==> src/rtl/io_vga_ctrl_if.sv <==
// I/O bus seen by io_vga_ctrl: address, one-cycle strobes, write data and registered read data.
// Signal names keep the CPU-side view (port_o = CPU out, port_i = CPU in).
interface io_vga_ctrl_if;
  logic [15:0] port_a;
  logic        port_w;
  logic        port_r;
  logic [7:0]  port_o;
  logic [7:0]  port_i;

  modport master (
    output port_a,
    output port_w,
    output port_r,
    output port_o,
    input  port_i
  );

  modport slave (
    input  port_a,
    input  port_w,
    input  port_r,
    input  port_o,
    output port_i
  );
endinterface

==> src/rtl/io_vga_ctrl.sv <==
// VGA I/O control: mode register, CRTC cursor registers and DAC palette programming.
// Palette readback (3C7 index, read FSM, data readback) is built only with IO_VGA_DAC_READ_EN.
module io_vga_ctrl #(
  parameter logic [15:0] PORT_DAC  = 16'h03C7,
  parameter logic [15:0] PORT_CRT  = 16'h03D4,
  parameter logic [15:0] PORT_MODE = 16'h03D8,
  parameter int unsigned CURSOR_W  = 12,
  parameter int unsigned DAC_AW    = 8
) (
  input  logic                clock,
  input  logic                reset,
  io_vga_ctrl_if.slave        bus,
  output logic                videomode,
  output logic [CURSOR_W-1:0] cursor,
  output logic [DAC_AW-1:0]   dac_a,
  output logic [15:0]         dac_d,
  output logic                dac_w,
  input  logic [15:0]         dac_q
);

  logic                hit_dac_ri, hit_dac_wi, hit_dac_d;
  logic                hit_crt_i, hit_crt_d, hit_mode;

  logic [7:0]          port_i_q, port_i_d;
  logic                videomode_q, videomode_d;
  logic [CURSOR_W-1:0] cursor_q, cursor_d;
  logic [4:0]          crt_idx_q, crt_idx_d;
  logic [DAC_AW-1:0]   wr_idx_q, wr_idx_d;
  logic [1:0]          phase_q, phase_d;
  logic [5:0]          red_q, red_d;
  logic [5:0]          grn_q, grn_d;
  logic                dac_w_q, dac_w_d;
  logic [DAC_AW-1:0]   dac_a_q, dac_a_d;
  logic [15:0]         dac_d_q, dac_d_d;
  logic [7:0]          cur_hi;
  logic [1:0]          wphase;

`ifdef IO_VGA_DAC_READ_EN
  typedef enum logic {DAC_WRITE, DAC_READ} dac_mode_e;
  typedef enum logic [1:0] {S_IDLE, S_FETCH, S_WAIT, S_READY} rd_state_e;

  dac_mode_e           mode_q, mode_d;
  rd_state_e           state_q, state_d;
  logic [DAC_AW-1:0]   rd_idx_q, rd_idx_d;
  logic [15:0]         rd_word_q, rd_word_d;
  logic [7:0]          rd_comp;
`else
  logic                unused_dac_q;
  assign unused_dac_q = ^dac_q;
`endif

  assign hit_dac_ri = (bus.port_a == PORT_DAC);
  assign hit_dac_wi = (bus.port_a == PORT_DAC + 16'd1);
  assign hit_dac_d  = (bus.port_a == PORT_DAC + 16'd2);
  assign hit_crt_i  = (bus.port_a == PORT_CRT);
  assign hit_crt_d  = (bus.port_a == PORT_CRT + 16'd1);
  assign hit_mode   = (bus.port_a == PORT_MODE);

`ifdef IO_VGA_DAC_READ_EN
  // 6-bit readback: 5-bit fields are widened by replicating their MSB.
  always_comb begin
    case (phase_q)
      2'd0:    rd_comp = {2'b00, rd_word_q[15:11], rd_word_q[15]};
      2'd1:    rd_comp = {2'b00, rd_word_q[10:5]};
      default: rd_comp = {2'b00, rd_word_q[4:0], rd_word_q[4]};
    endcase
  end
`endif

  always_comb begin
    port_i_d    = port_i_q;
    videomode_d = videomode_q;
    cursor_d    = cursor_q;
    crt_idx_d   = crt_idx_q;
    wr_idx_d    = wr_idx_q;
    phase_d     = phase_q;
    red_d       = red_q;
    grn_d       = grn_q;
    dac_w_d     = 1'b0;
    dac_a_d     = dac_a_q;
    dac_d_d     = dac_d_q;
    wphase      = phase_q;
    cur_hi      = '0;
    cur_hi[CURSOR_W-9:0] = cursor_q[CURSOR_W-1:8];
`ifdef IO_VGA_DAC_READ_EN
    mode_d    = mode_q;
    state_d   = state_q;
    rd_idx_d  = rd_idx_q;
    rd_word_d = rd_word_q;

    // A fetch colliding with a palette write pulse keeps FETCH and retries.
    case (state_q)
      S_FETCH: if (!dac_w_q) state_d = S_WAIT;
      S_WAIT: begin
        rd_word_d = dac_q;
        state_d   = S_READY;
      end
      default: ;
    endcase
`endif

    // Reads see pre-write state; write effects below override shared state.
    if (bus.port_r) begin
      port_i_d = 8'hFF;
      if (hit_mode) begin
        port_i_d = {7'b0, videomode_q};
      end else if (hit_crt_i) begin
        port_i_d = {3'b0, crt_idx_q};
      end else if (hit_crt_d) begin
        if (crt_idx_q == 5'h0E)      port_i_d = cur_hi;
        else if (crt_idx_q == 5'h0F) port_i_d = cursor_q[7:0];
      end else if (hit_dac_ri) begin
`ifdef IO_VGA_DAC_READ_EN
        port_i_d = (mode_q == DAC_READ) ? 8'h03 : 8'h00;
`else
        port_i_d = 8'h00;
`endif
      end else if (hit_dac_wi) begin
        port_i_d = 8'(wr_idx_q);
      end
`ifdef IO_VGA_DAC_READ_EN
      else if (hit_dac_d) begin
        port_i_d = rd_comp;
        if (mode_q == DAC_READ && state_q == S_READY) begin
          if (phase_q == 2'd2) begin
            phase_d  = 2'd0;
            rd_idx_d = rd_idx_q + DAC_AW'(1);
            state_d  = S_FETCH;
          end else begin
            phase_d = phase_q + 2'd1;
          end
        end
      end
`endif
    end

    if (bus.port_w) begin
      if (hit_mode) begin
        videomode_d = bus.port_o[0];
      end else if (hit_crt_i) begin
        crt_idx_d = bus.port_o[4:0];
      end else if (hit_crt_d) begin
        if (crt_idx_q == 5'h0E)      cursor_d[CURSOR_W-1:8] = bus.port_o[CURSOR_W-9:0];
        else if (crt_idx_q == 5'h0F) cursor_d[7:0] = bus.port_o;
      end else if (hit_dac_wi) begin
        wr_idx_d = DAC_AW'(bus.port_o);
        phase_d  = 2'd0;
`ifdef IO_VGA_DAC_READ_EN
        mode_d   = DAC_WRITE;
        state_d  = S_IDLE;
`endif
      end
`ifdef IO_VGA_DAC_READ_EN
      else if (hit_dac_ri) begin
        rd_idx_d = DAC_AW'(bus.port_o);
        phase_d  = 2'd0;
        mode_d   = DAC_READ;
        state_d  = S_FETCH;
      end
`endif
      else if (hit_dac_d) begin
`ifdef IO_VGA_DAC_READ_EN
        if (mode_q == DAC_READ) begin
          wphase  = 2'd0;
          mode_d  = DAC_WRITE;
          state_d = S_IDLE;
        end
`endif
        case (wphase)
          2'd0: begin
            red_d   = bus.port_o[5:0];
            phase_d = 2'd1;
          end
          2'd1: begin
            grn_d   = bus.port_o[5:0];
            phase_d = 2'd2;
          end
          default: begin
            dac_w_d  = 1'b1;
            dac_a_d  = wr_idx_q;
            dac_d_d  = {red_q[5:1], grn_q, bus.port_o[5:1]};
            wr_idx_d = wr_idx_q + DAC_AW'(1);
            phase_d  = 2'd0;
          end
        endcase
      end
    end

`ifdef IO_VGA_DAC_READ_EN
    if (!dac_w_d && state_d == S_FETCH) dac_a_d = rd_idx_d;
`endif
  end

  always_ff @(posedge clock) begin
    if (reset) begin
      port_i_q    <= 8'hFF;
      videomode_q <= 1'b0;
      cursor_q    <= '0;
      crt_idx_q   <= '0;
      wr_idx_q    <= '0;
      phase_q     <= '0;
      red_q       <= '0;
      grn_q       <= '0;
      dac_w_q     <= 1'b0;
      dac_a_q     <= '0;
      dac_d_q     <= '0;
    end else begin
      port_i_q    <= port_i_d;
      videomode_q <= videomode_d;
      cursor_q    <= cursor_d;
      crt_idx_q   <= crt_idx_d;
      wr_idx_q    <= wr_idx_d;
      phase_q     <= phase_d;
      red_q       <= red_d;
      grn_q       <= grn_d;
      dac_w_q     <= dac_w_d;
      dac_a_q     <= dac_a_d;
      dac_d_q     <= dac_d_d;
    end
  end

`ifdef IO_VGA_DAC_READ_EN
  always_ff @(posedge clock) begin
    if (reset) begin
      mode_q    <= DAC_WRITE;
      state_q   <= S_IDLE;
      rd_idx_q  <= '0;
      rd_word_q <= '0;
    end else begin
      mode_q    <= mode_d;
      state_q   <= state_d;
      rd_idx_q  <= rd_idx_d;
      rd_word_q <= rd_word_d;
    end
  end
`endif

  assign bus.port_i = port_i_q;
  assign videomode  = videomode_q;
  assign cursor     = cursor_q;
  assign dac_a      = dac_a_q;
  assign dac_d      = dac_d_q;
  assign dac_w      = dac_w_q;

endmodule

==> src/flat_wrapper.sv <==
// flat-port wrapper written by rule: the top's interface ports become plain ports
module io_vga_ctrl_flat 
#(
  parameter logic [15:0] PORT_DAC  = 16'h03C7,
  parameter logic [15:0] PORT_CRT  = 16'h03D4,
  parameter logic [15:0] PORT_MODE = 16'h03D8,
  parameter int unsigned CURSOR_W  = 12,
  parameter int unsigned DAC_AW    = 8
)
  (clock, reset, videomode, cursor, dac_a, dac_d, dac_w, dac_q, bus_port_a, bus_port_w, bus_port_r, bus_port_o, bus_port_i);
  io_vga_ctrl_if bus_i ();
  input  logic clock;
  input  logic reset;
  output logic videomode;
  output logic [CURSOR_W-1:0] cursor;
  output logic [DAC_AW-1:0] dac_a;
  output logic [15:0] dac_d;
  output logic dac_w;
  input  logic [15:0] dac_q;
  input wire logic [$bits(bus_i.port_a)-1:0] bus_port_a;
  input wire logic [$bits(bus_i.port_w)-1:0] bus_port_w;
  input wire logic [$bits(bus_i.port_r)-1:0] bus_port_r;
  input wire logic [$bits(bus_i.port_o)-1:0] bus_port_o;
  output wire logic [$bits(bus_i.port_i)-1:0] bus_port_i;
  assign bus_i.port_a = bus_port_a;
  assign bus_i.port_w = bus_port_w;
  assign bus_i.port_r = bus_port_r;
  assign bus_i.port_o = bus_port_o;
  assign bus_port_i = bus_i.port_i;
  io_vga_ctrl #(.PORT_DAC(PORT_DAC), .PORT_CRT(PORT_CRT), .PORT_MODE(PORT_MODE), .CURSOR_W(CURSOR_W), .DAC_AW(DAC_AW)) u_core (.clock(clock), .reset(reset), .bus(bus_i), .videomode(videomode), .cursor(cursor), .dac_a(dac_a), .dac_d(dac_d), .dac_w(dac_w), .dac_q(dac_q));
endmodule
==> config.mk <==
export PLATFORM = sky130hd
export DESIGN_NAME = io_vga_ctrl_flat
export DESIGN_NICKNAME = d
export VERILOG_FILES = /design/src/rtl/io_vga_ctrl_if.sv /design/src/rtl/io_vga_ctrl.sv /design/src/flat_wrapper.sv
export SDC_FILE = /design/constraint.sdc
export NUM_CORES = 1
export LEC_CHECK = 0
export CORE_AREA = 4 4 87 89
export CTS_CLUSTER_SIZE = 20
export DETAILED_ROUTE_END_ITERATION = 10
export DIE_AREA = 0 0 91 93
export GPL_TIMING_DRIVEN = 0
export PLACE_DENSITY = 0.81
export SLEW_MARGIN = 5
export SYNTH_ARGS = -nofsm -noshare
export SYNTH_HDL_FRONTEND = slang
export SYNTH_SLANG_ARGS = --single-unit
==> constraint.sdc <==
create_clock -name clock -period 4.3 [get_ports clock]
set_input_delay 0.645 -clock clock [delete_from_list [all_inputs] [get_ports clock]]
set_output_delay 0.645 -clock clock [all_outputs]
set_load 0.1 [all_outputs]
==> key figures, run 1 <==
Clock network
  • H-tree Lvls: 3
  • Clock Tree Root: clkbuf_8
  • TritonCTS clock tree: done
  • Post-CTS Hold Buffers: 0
  • CTS clk-pin slew, worst paths: 0.08 ns
  • CTS buffer count: 9
  • Max Buffers Root-to-Sink: 2
  • Post-cts resize count: 0
  • Clock sinks: 72
  • Post-CTS setup buffer count: 0
  • Clk_lat worst skew: 0.35 ns

Pwr
  • Pwr Total: 1.337 mW
  • Switching share of power: 24.73%
  • Flop pwr share: 50.3%
  • Clock network fraction of total power: 41.0%
  • Worst vdd ir: 0.2335 mV
  • NetSw: 330.6 µW
  • Pleak: 1.674 nW
  • Logic gate share of total power: 8.8%
  • Pwr dens: 305.1 nW/µm²
  • Pint: 1.006 mW

Die
  • Die W: 91 µm
  • Die area: 8463 µm²
  • Top Ports: 90
  • Starting Density: 49.69%
  • Core Region: 6756 µm²
  • Die Span Y: 93 µm
  • Row cnt: 30

STA
  • Final Cycle Share: 75.66%
  • RSZ-0062 raised after global routing: no
  • Final setup fails: 0
  • Final worst slack: 1.046 ns
  • Worst slew pin tran: 0.9976 ns
  • Fmax: 307.4 MHz
  • Min cycle time layout: 3.254 ns
  • Relative slew slack: 33.29%
  • Worst Skew: 0.008113 ns
  • TNS Setup: 0 ns
  • Slew Limit Fails: 0
  • Fin. Hold Viols: 0

Routing
  • DR pass1 iterations: 5
  • Iter 0 DRT Violations: 210
  • Total wire length: 9.672 mm
  • Detailed-route via count: 3160
  • Antenna viol nets, final: 0
  • DRC Markers: 0
  • WL/cell: 18.21 µm
  • Vias per std cell: 5.951

Synth
  • Top cell type's share of synthesized area: 42.94%
  • Post-synthesis xor/xnor area fraction: 0%
  • Synth warn: 0
  • Compound-Gate Fraction of Synth Area: 13.16%
  • Synth Area in Adders: 0.3727%
  • Register area share after synthesis: 42.94%
  • Syn Area/Cell: 9.222 µm²
  • Main synth FF type: dfxtp_1
  • Synth Instances: 364
  • Asr flop ratio synth: 0%
  • Yosys reg bits: 72
  • Largest cells by area after synthesis: dfxtp_1 (43%), mux2i_1 (17%), nor2_1 (6.7%)
  • Number of distinct library cells after synthesis: 50
  • Mapped Area: 3357 µm²
  • Combinational family with the most area after synthesis: simple AND/OR/NAND/NOR gates
  • Syn nets: 409
  • Synth area leader: dfxtp_1
  • Simple-gate portion of the synthesized area: 22.55%
  • Multiplexer share of the synthesized area: 17.33%
  • Number of synthesized flops with an enable pin: 0

Status
  • Outcome: finished, final reports clean

Setup path
  • Worst Path Max Fanout: 9
  • Kind of critical path: input port to flip-flop
  • Arr. time, crit path: 3.47 ns
  • Critical path capture point type: flip-flop
  • CP Launch Type: input port
  • CP required: 4.52 ns

Layout
  • Fin nets: 492
  • Area growth syn-to-layout: 30.56%
  • Number of fill cells in the layout: 574
  • Antenna Diode Count: 0
  • Most frequent cells in the layout: clkdlybuf4s50_1 (72), dfxtp_1 (72), nor2_1 (60), mux2i_1 (57), a21oi_1 (25)
  • Post-Layout Cell Count: 531
  • Layout cell share with drive strength beyond 1: 6.430%

Placed design
  • Place WS: 0.7677 ns
  • Detailed placer's ending HPWL: 6.913 mm
  • Port bufs: 72
  • Placed Cells: 516
  • RePlAce Congestion: 0.9305

Global routing
  • Pin count of the biggest net entering global routing: 13
  • GRT Overall Usage: 23.01%
  • Antenna violations before repair: 0
  • Global-route wire length before repair: 15.45 mm
  • Vias in the first global route: 3110
  • Total gr overflow: 0

Min path
  • Hold Path Class: flip-flop to flip-flop

Flow run
  • Max_cap viols: 0
## cell usage after synthesis (all sizes together), types with 2 or more instances
master and n:
dfxtp 72, nor2 61, mux2i 57, a21oi 25, nand2 18, clkbuf 14
o21ai 11, nor4 9, or4 9, buf 7, inv 7, nor3 7
o31ai 6, and3 4, nand3 4, nand4 4, o32ai 4, a2bb2oi 3
nand2b 3, nand3b 3, nand4b 3, nor2b 3, nor3b 3, o211ai 3
o21a 3, a32oi 2, a41oi 2, and3b 2, or4bb 2
## through the flow
stage               instance area, µm²  utilization, %  hold WS [ns]
floorplan                         3357               -        0.4451
global placement                  4178           61.83        0.4515
detailed placement                4178           61.83        0.4614
CTS                               4383           64.87        0.4877
global route                      4383           64.87        0.5151
finish                            4383           64.87        0.4823
## worst max-delay path, cell delays in order
cell and delay, ns:
clkdlybuf4s50_1 0.56, or4bb_1 0.61, nor4_2 0.68, nand4_1 0.58, mux2i_1 0.31, nor2_1 0.07
## power groups by stage
| stage | combinational (mW) | clock (mW) | sequential, mW |
|---|---|---|---|
| after global routing | 0.123 | 0.587 | 0.672 |
| after floorplan | 0.0345 | 0 | 0.713 |
| final | 0.117 | 0.548 | 0.672 |
| after global placement | 0.114 | 0 | 0.688 |
| after detailed placement | 0.116 | 0 | 0.688 |
| after CTS | 0.116 | 0.554 | 0.672 |
## metal layers
| layer | wire length [µm] | share of wire (%) | vias to the layer above | track usage [%] |
|---|---|---|---|---|
| li1 | - | - | 1497 | - |
| met1 | 4311 | 45 | 1481 | 30.03 |
| met5 | 0 | 0 | - | 0 |
| met3 | 764 | 7.9 | 25 | 6.999 |
| met4 | 294 | 3.0 | 0 | 11.43 |
| met2 | 4302 | 44 | 157 | 34.52 |
## worst paths after layout
check	to	slack (ns)	from	cells after the start
max	u_core.grn_q[1]$_SDFFE_PP0P_	1.05	bus_port_a[4]	6
min	u_core.bus.port_i[1]$_SDFFE_PP1P_	0.48	u_core.bus.port_i[1]$_SDFFE_PP1P_	2
max reg2reg	u_core.dac_d[12]$_SDFFE_PP0P_	2.32	u_core.phase_q[1]$_SDFFE_PP0P_	5
min reg2reg	u_core.bus.port_i[1]$_SDFFE_PP1P_	0.48	u_core.bus.port_i[1]$_SDFFE_PP1P_	2
## kinds of logic after synthesis
group,after synthesis
and+or+nand+nor,139
muxes,58
DFF,72
buffers and inverters,28
AOI/OAI and AO/OA,66
adders and majority gates,1
## layout make-up
class                   count  area (µm²)  share of cell area, %
multi-input cells         264        1793                  40.91
inverters                   7       26.28                 0.5995
repair buffers             72       720.7                  16.44
clock inverters             4       53.80                  1.228
plain buffers              21       96.34                  2.198
clock buffers              11       151.4                  3.454
flip-flops and latches     72        1441                  32.89
well taps                  80       100.1                  2.284
## flip-flops by register name (all words and copies together) (netlist names)
register,flops
u_core.videomode,1
u_core.bus.port_i,8
u_core.crt_idx_q,5
u_core.dac_a,8
u_core.wr_idx_q,8
u_core.red_q,5
u_core.cursor,12
u_core.dac_w,1
u_core.grn_q,6
u_core.phase_q,2
u_core.dac_d,16
Note: power is estimated with default switching activity, not from simulation.
==> inputs of run 2 (changes only) <==
- CORE_AREA: 4 4 87 89 -> 4 4 89 91
- DIE_AREA: 0 0 91 93 -> 0 0 93 95
- PLACE_DENSITY: 0.81 -> 0.78
- clock period: 4.3 -> 3.09 ns (I/O delays scaled with it)
==> run 2 against run 1 <==
Setup slack worse by 0.88 ns. Via count is 0.32% lower. Count of clock-buffer cells in the layout is 2 lower. Register-to-register slack got worse by 1.2 ns. Combinational power increased by 41%. Critical path type unchanged.
==> key figures, run 2 (synthesis gave the netlist of run 1 again) <==
Min path
  • Hold Path Class: flip-flop to flip-flop

Clock network
  • TritonCTS clock tree: done
  • Max Buffers Root-to-Sink: 2
  • Clock Tree Root: clkbuf_8
  • H-tree Lvls: 3
  • Post-CTS setup buffer count: 0
  • CTS clk-pin slew, worst paths: 0.08 ns
  • Clock sinks: 72
  • Clk_lat worst skew: 0.35 ns
  • Post-CTS Hold Buffers: 0
  • CTS buffer count: 9

Setup path
  • CP Launch Type: input port
  • Kind of critical path: input port to flip-flop
  • Critical path capture point type: flip-flop
  • Arr. time, crit path: 3.15 ns
  • Worst Path Max Fanout: 10
  • CP required: 3.31 ns

Pwr
  • Pleak: 1.719 nW
  • Worst vdd ir: 0.2961 mV
  • Pwr Total: 2.030 mW
  • Pwr dens: 454.1 nW/µm²

Layout
  • Area growth syn-to-layout: 33.13%
  • Antenna Diode Count: 0
  • Max reg flops: 16
  • Layout cell share with drive strength beyond 1: 6.637%
  • Number of fill cells in the layout: 634
  • Fin nets: 492
  • Most frequent cells in the layout: clkdlybuf4s50_1 (72), dfxtp_1 (72), nor2_1 (60), mux2i_1 (57), a21oi_1 (25)

Die
  • Starting Density: 47.04%
  • Top Ports: 90
  • Die Span Y: 95 µm
  • Die area: 8835 µm²
  • Core Region: 7137 µm²
  • Row cnt: 31
  • Die W: 93 µm

STA
  • Fin. Hold Viols: 0
  • Worst Skew: 0.006061 ns
  • Min cycle time layout: 2.927 ns
  • Fmax: 341.7 MHz
  • RSZ-0062 raised after global routing: no
  • Final setup fails: 0
  • Final Hold Slack: 0.4788 ns
  • Final Cycle Share: 94.72%
  • Relative slew slack: 33.52%
  • Slew Limit Fails: 0
  • TNS Setup: 0 ns
  • Worst slew pin tran: 0.9942 ns

Global routing
  • Total gr overflow: 0
  • Vias in the first global route: 3099
  • Pin count of the biggest net entering global routing: 15
  • Global-route wire length before repair: 15.88 mm
  • Antenna violations before repair: 0
  • GRT Overall Usage: 23.12%

Routing
  • DR pass1 iterations: 5
  • Vias per std cell: 5.717
  • WL/cell: 17.84 µm
  • Detailed-route via count: 3150
  • Total wire length: 9.832 mm
  • Antenna viol nets, final: 0
  • DRC Markers: 0
  • Iter 0 DRT Violations: 250

Placed design
  • RePlAce Congestion: 0.9291
  • Port bufs: 72
  • Detailed placer's ending HPWL: 7.074 mm

Status
  • Outcome: finished, final reports clean

Flow run
  • Max_cap viols: 0
[run 2: cell count changes in the layout (fill, tap and decap cells not counted), sizes merged]
| cell | change |
|---|---|
| bufinv | +2 |
| clkbuf | -2 |
| clkinv | -1 |
| clkinvlp | -1 |
| inv | +3 |
[run 2: final timing paths]
check	from	end	slack [ns]	cells after the start
worst max-delay path	bus_port_a[13]	u_core.dac_d[9]$_SDFFE_PP0P_	0.16	7
worst min register to register	u_core.bus.port_i[4]$_SDFFE_PP1P_	u_core.bus.port_i[4]$_SDFFE_PP1P_	0.48	2
worst min-delay path	u_core.bus.port_i[4]$_SDFFE_PP1P_	u_core.bus.port_i[4]$_SDFFE_PP1P_	0.48	2
worst max register to register	u_core.phase_q[1]$_SDFFE_PP0P_	u_core.dac_d[9]$_SDFFE_PP0P_	1.11	5
[run 2: metal layers]
| metal | up-vias | track usage, % | share of wire (%) |
|---|---|---|---|
| li1 | 1504 | - | - |
| met1 | 1492 | 30.47 | 47 |
| met2 | 130 | 36.65 | 44 |
| met3 | 24 | 5.100 | 6.5 |
| met4 | 0 | 9.646 | 2.4 |
| met5 | - | 0 | 0 |
[run 2: final cells by class]
| class | instances | area (µm²) | area share (%) |
|---|---|---|---|
| plain buffers | 21 | 96.34 | 2.156 |
| well taps | 99 | 123.9 | 2.772 |
| clock inverters | 7 | 126.4 | 2.828 |
| clock buffers | 9 | 123.9 | 2.772 |
| inverters | 7 | 26.28 | 0.5879 |
| multi-input cells | 264 | 1810 | 40.51 |
| repair buffers | 72 | 720.7 | 16.13 |
| flip-flops and latches | 72 | 1441 | 32.25 |
[run 2: report_power, final]
group	leakage, nW	switching (mW)	internal, mW
Clock	0.122	0.383	0.547
Sequential	0.581	0.00299	0.932
Combinational	1.02	0.110	0.0549
Total	1.72	0.496	1.53
[run 2: worst max-delay path, cell delays in order]
cell and delay [ns]:
clkdlybuf4s50_1 0.40, or4_4 0.57, or4_4 0.55, a2111oi_4 0.62, buf_6 0.27, mux2i_1 0.21, nor2_1 0.06
[run 2: per-stage QoR]
stage                     area [µm²]  cells  utilization, %  worst slack, ns
after global placement          4202    535           58.87          -0.3151
after global routing            4469    551           62.62          0.04195
after CTS                       4452    551           62.38          0.04394
final                           4469    551           62.62           0.1630
after detailed placement        4202    535           58.87          -0.3160
after floorplan                 3357    364               -           0.5402
[run 2: repair_timing]
action,CTS,global route
gates resized for setup,0,2
hold endpoints to repair,0,0
setup endpoints to repair,0,15
